`config.mk`:
```
export PLATFORM = sky130hd
export DESIGN_NAME = countdown_sequencer
export DESIGN_NICKNAME = d
export VERILOG_FILES = /design/src/rtl/countdown_sequencer.sv
export SDC_FILE = /design/constraint.sdc
export NUM_CORES = 1
export LEC_CHECK = 0
export BUFFER_PORTS_ARGS = -buffer_cell sky130_fd_sc_hd__buf_2
export CAP_MARGIN = 0
export CORE_AREA = 2 2 42 44
export CTS_CLUSTER_DIAMETER = 200
export CTS_CLUSTER_SIZE = 28
export DETAILED_ROUTE_END_ITERATION = 8
export DIE_AREA = 0 0 44 46
export GPL_TIMING_DRIVEN = 0
export PLACE_DENSITY = 0.7
export SYNTH_ARGS = -nofsm -noshare
export SYNTH_HDL_FRONTEND = slang
export SYNTH_SLANG_ARGS = --single-unit
export TNS_END_PERCENT = 50
```
`constraint.sdc`:
```
create_clock -name clock -period 3.9 [get_ports clock]
set_input_delay 0.195 -clock clock [delete_from_list [all_inputs] [get_ports clock]]
set_output_delay 0.195 -clock clock [all_outputs]
set_load 0.02 [all_outputs]
```
`src/rtl/countdown_sequencer.sv`:
```
// countdown_sequencer: load-and-count-down iteration sequencer
// for the multdiv shift/add datapath.
//
// Ports:
//   clock       rising-edge clock
//   clr         synchronous active-high reset, beats all inputs
//   start       begin a sequence (taken only when ready)
//   use_default 1: load DEFAULT_LOAD, 0: load load_val
//   load_val    explicit iteration budget
//   en          advance enable (0 = datapath stall)
//   abort       cancel a running sequence, no done
//   count       remaining iterations (registered)
//   busy        sequence running
//   step        datapath performs one iteration this cycle
//   last        current iteration is the final one
//   done        one-cycle pulse after the final step
//   ready       idle, start will be accepted
module countdown_sequencer #(
  parameter int WIDTH        = 6,
  parameter int DEFAULT_LOAD = 32
) (
  input  logic             clock,
  input  logic             clr,
  input  logic             start,
  input  logic             use_default,
  input  logic [WIDTH-1:0] load_val,
  input  logic             en,
  input  logic             abort,
  output logic [WIDTH-1:0] count,
  output logic             busy,
  output logic             step,
  output logic             last,
  output logic             done,
  output logic             ready
);

  typedef enum logic [1:0] {
    IDLE = 2'b00,
    RUN  = 2'b01,
    DONE = 2'b10
  } state_t;

  localparam logic [WIDTH-1:0] DEF_V =
    WIDTH'(DEFAULT_LOAD);
  localparam logic [WIDTH-1:0] ONE =
    WIDTH'(1);

  state_t           state_q;
  state_t           state_d;
  logic [WIDTH-1:0] count_q;
  logic [WIDTH-1:0] count_d;
  logic [WIDTH-1:0] sel_v;

  assign sel_v = use_default ? DEF_V : load_val;

  always_ff @(posedge clock) begin
    if (clr) begin
      state_q <= IDLE;
      count_q <= '0;
    end else begin
      state_q <= state_d;
      count_q <= count_d;
    end
  end

  always_comb begin
    state_d = state_q;
    count_d = count_q;
    case (state_q)
      IDLE: begin
        if (start) begin
          if (sel_v != '0) begin
            count_d = sel_v;
            state_d = RUN;
          end else begin
            // zero budget: straight to done,
            // no step is ever issued
            count_d = '0;
            state_d = DONE;
          end
        end
      end
      RUN: begin
        if (abort) begin
          count_d = '0;
          state_d = IDLE;
        end else if (en) begin
          if (count_q == ONE) begin
            count_d = '0;
            state_d = DONE;
          end else begin
            count_d = count_q - ONE;
          end
        end
      end
      DONE: begin
        count_d = '0;
        state_d = IDLE;
      end
      default: begin
        count_d = '0;
        state_d = IDLE;
      end
    endcase
  end

  always_comb begin
    busy  = 1'b0;
    done  = 1'b0;
    ready = 1'b0;
    case (state_q)
      IDLE:    ready = 1'b1;
      RUN:     busy  = 1'b1;
      DONE:    done  = 1'b1;
      default: ready = 1'b0;
    endcase
  end

  assign count = count_q;
  assign step  = busy & en & ~abort;
  assign last  = busy & (count_q == ONE);

endmodule

```
### Word-level counts from Yosys, hierarchy flattened

Index checks and enable logic that the tools add are counted.

* add/sub/neg operators: 1
* $mul: 0
* div/mod/pow operators: 0
* $lt $le $gt $ge: 0
* equality and inequality tests: 6
* shift operators: 0
* multiplexer cells: 16
* bitwise logic cells: 4
* reductions and logical operators: 4

Operator list (number)
* $mux 6: 6
* $pmux 6 s2: 1
* $mux 2: 5
* $eq 6x1->1 const B: 1
* $ne 3x3->1 const B: 2
* $reduce_bool 6->1: 1
* $sub 6x1->6 const B: 1
* $pmux 2 s2: 1
* $and 1x1->1: 3
* $mux 1: 3
* $reduce_and 3->1: 1
* $eq 2x1->1 const B: 1
* $eq 2x2->1 const B: 1
* $logic_not 2->1: 1
* $ne 2x2->1 const B: 1
* $reduce_and 2->1: 1
* $not 1->1: 1

* register bits: 8
* bits in latches: 0
* memory bits (writable): 0
* memory bits (read-only): 0
* bits of input ports: 12
* output and inout port bits: 11
* word-level logic and storage cells: 33
* memories kept: 0

### Longest topological paths before layout

* word-level depth: 5
* gate-level depth with buffers: 6
* gate-level depth less buffers: 6

### Worst setup path after synthesis

No wires, ideal clock.

* path kind: register to register
* start point: register count_q[0] (netlist: count[0])
* end point: register count_q[0] (netlist: count[0])
* setup time: 0.131 ns
* data arrival time: 1.387 ns
* data required time: 3.769 ns
* slack: 2.381 ns
* stages on the path, launching flop included: 6
* path buffers: 0
* period minus slack after synthesis: 1.519 ns
* cells stage by stage: dfxtp_1 -> ha_1 -> nor2b_1 -> a21oi_4 -> a221oi_1 -> a211oi_2

* word-level cells in the longest chain between the ends: 5
* elaborated cells between the ends (all ways): 6
* those cells by class: add/sub (1); eq/ne (1); mux (4)

Ends and longest elaborated chain
* from (decl): RTL line 50 `logic [WIDTH-1:0] count_q;`
* from (signal assigned): RTL line 62 `count_q <= count_d;`
* $sub 6x1->6 / $eq 6x1->1 (equally long branches): RTL line 92, 88
* $mux 6 (*): RTL line 88 `if (count_q == ONE) begin`
* $mux 6 (*): RTL line 87 `end else if (en) begin`
* $mux 6 (*): RTL line 84 `if (abort) begin`
* $pmux 6 s2 (*): RTL line 69 `case (state_q)`

Every way passes the cells marked *; elsewhere a longest branch is shown, timed or not. The select of a mux whose other input is x is not followed.
A chain may end at the register's enable or synchronous reset.

### Worst setup path after layout

* start point: register count_q[1] (netlist: count[1])
* end point: output last

* word-level cells in the longest chain between the ends: 2

Ends and longest elaborated chain
* $eq 6x1->1: RTL line 121 `assign last = busy & (count_q == ONE);`
* $and 1x1->1: RTL line 121
* to (decl): RTL line 32 `output logic last,`

No other way between the ends.

==> flow_summary.yaml <==
routing:
  wl_per_cell_um: 13.6
  ant_nets: 0
  route.detailed.drc: 0
  vias: 662
  first_pass_iters: 4
  via_per_inst: 5.81
  routed_wl_um: 1550
  drt_iter0_drc: 24
sta:
  maxSlewHeadroom_pct: 71.2
  layout_worst_path_cycle_share_pct: 43.7
  final-hold-violation-count: 0
  timing.hold.ws_ns: 0.250
  min_period_ns: 1.70
  setup_viol: 0
  final-max-slew-violation-count: 0
  setup_tns_ns: 0
  timing_worst_slew_pin_value_ns: 0.428
  rsz0062_at_grt: "false"
  max_freq_ghz: 0.587
  fin_ws_ns: 2.20
  skew_ns: 0.000571
synth:
  syn-cell-area_um2: 599
  syn_inst: 73
  yosys_warnings: 0
  synth_seq_area_share_pct: 26.7
  avgSynthCellArea_um2: 8.21
  yosysTopAreaCellShare_pct: 26.7
  synth_nets: 87
  synth_top_area_cell: "dfxtp_1"
  synth.distinct_cells: 35
  yosys-top-cells-area: "dfxtp_1 (27%), nor2_1 (5.6%), a21oi_1 (5.0%), ha_1 (4.2%), buf_6 (3.8%)"
  ys_ff_latch: 8
worst_setup_path:
  cp.required_ns: 3.70
  critPathKind: "reg -> out"
  ff2ff_path_depth: 5
  reg2reg_slack_ns: 2.31
  cp.arrival_ns: 1.51
  startpoint_type: "register"
  worst_setup_path_end_kind: "primary output"
  reg2reg_to: "count[5]"
  r2r_start: "state_q[1]"
  cp_max_fo: 4
clock_tree:
  cts_setup_buffers: 0
  cts-root-buf: "clkbuf_4"
  tritoncts_num_sinks: 8
  cts_tree: "yes"
  path_clk_slew_ns: 0.06
  ctsLongestPathBuffers: 2
  clock_latency_ns: 0.26
  ctsHoldBuffers: 0
  cts_buffers: 3
  post_cts_resize_count: 0
  h-tree-depth: 1
cells_and_area:
  syn_to_final_growth_pct: 24.8
  finalNonFillerCells: 114
  nets: 113
  multi_input_area_um2: 387
  drive_above_1_share_pct: 35.1
  ff_latch_area_um2: 160
  fin_area_um2: 748
  layout_commonest_cell: "buf_2"
  fillers: 165
  layout_common_cells: "buf_2 (21), nor2_1 (9), dfxtp_1 (8)"
  n_antenna_cell: 0
  finalCoreUtilization_pct: 46.4
floorplan:
  die-width_um: 44
  pin_count: 23
  die_area_mm2: 0.00202
  core_region_area_mm2: 0.00161
  fp.dieH_um: 46
  start_util_pct: 37.1
  num_rows: 15
pwr:
  sw_frac_of_total_pct: 40.5
  p_clk_share_pct: 21.2
  power.switching_mw: 0.128
  p_leak_nw: 0.322
  design_power_total_mw: 0.316
  pwr-share-comb_pct: 46.2
  ir_drop_v: 0.000183
  intPower_mw: 0.188
  p_per_area_mw_per_mm2: 423
  seqPwrFrac_pct: 32.6
hold_path:
  hold_end: "count[3]"
  hold_path_startpoint: "load_val[3]"
  min_delay_path_depth: 3
  holdCritPathClass: "in -> reg"
placement:
  preCtsSetupSlack_ns: 2.32
  gp_congestion: 0.876
  port_buffers: 21
  hpwl_um: 1210
  placed_cell_area_um2: 726
  dp_cells: 111
grt:
  grt_max_degree: 11
  track_usage_pct: 16.1
  grt_antenna_before_repair: 0
  grt_pass1_wl_um: 2350
  overflow: 0
  grt_pass1_vias: 575
flow_run:
  max-cap-violations: 0
run_status:
  status: "completed"
## state kept, by name (all words and copies together), names as in the netlist
signal	cells
count	6
state_q	2
## synthesized netlist by cell type
master	instances
and2_4	1
inv_1	5
nor3_1	1
or4b_1	1
buf_4	1
or4_1	2
o21ai_0	2
a211oi_2	1
a31oi_1	2
ha_1	2
nor2_1	9
a21oi_1	6
o31ai_1	1
a32oi_1	2
nor3b_2	1
nor3_4	1
nor3b_1	1
nand4b_1	1
nor2b_1	2
dfxtp_1	8
a21oi_4	1
a221oi_1	1
or3_1	2
a21o_1	1
or3b_4	1
clkbuf_1	1
a2bb2oi_1	1
nor4_1	1
nand2b_1	1
o41ai_1	1
nor4b_1	1
nand2_1	6
o32ai_1	2
buf_6	2
or2_2	1
## metal layers
layer | vias up | routed length, µm | track usage [%]
li1 | 319 | - | -
met1 | 301 | 695 | 20.8
met2 | 37 | 682 | 25.3
met3 | 5 | 139 | 2.78
met4 | 0 | 31 | 9.09
met5 | - | 0 | 0
## worst max-delay path by stage
| stage | slack, ns | depth (start not counted) | from | to |
|---|---|---|---|---|
| 2_1_floorplan | 2.38 | 5 | count[0] | count[0] |
| 3_3_place_gp | 2.39 | 6 | state_q[1] | count[2] |
| 3_5_place_dp | 2.32 | 5 | state_q[1] | count[5] |
| 4_1_cts | 2.19 | 6 | count[1] | last |
| 5_1_grt | 2.04 | 6 | count[1] | last |
| 6_report | 2.20 | 6 | count[1] | last |
## power by group through the flow
stage	Combinational [mW]	Sequential, mW	Clock (mW)
floorplan	0.0980	0.113	0
global placement	0.143	0.104	0
detailed placement	0.145	0.105	0
CTS	0.146	0.103	0.0663
global route	0.161	0.105	0.0701
finish	0.146	0.103	0.0671
## final cells by class
cell class,instances,share of cell area [%]
Tap cell,17,2.84
Buffer,4,4.52
Multi-Input combinational cell,56,51.7
Timing Repair Buffer,21,14.0
Sequential cell,8,21.4
Inverter,5,2.51
Clock buffer,3,3.01
## logic make-up (layout without fill, tap and decap cells)
family	after synthesis	in the layout	share of synthesized area [%]
AO/OA/AOI/OAI	21	21	26.3
adder cells (fa/ha/maj)	2	2	4.17
buffers and inverters	9	33	8.77
flip-flops	8	8	26.7
AND/OR/NAND/NOR	33	33	34.0
## worst max-delay path: stages, from the launching register on
cell	delay (ns)
dfxtp_1	0.33
inv_1	0.08
ha_1	0.15
nor2b_1	0.29
nand2_1	0.14
nor2_1	0.10
buf_2	0.16
(Power assumes the default switching activity.)
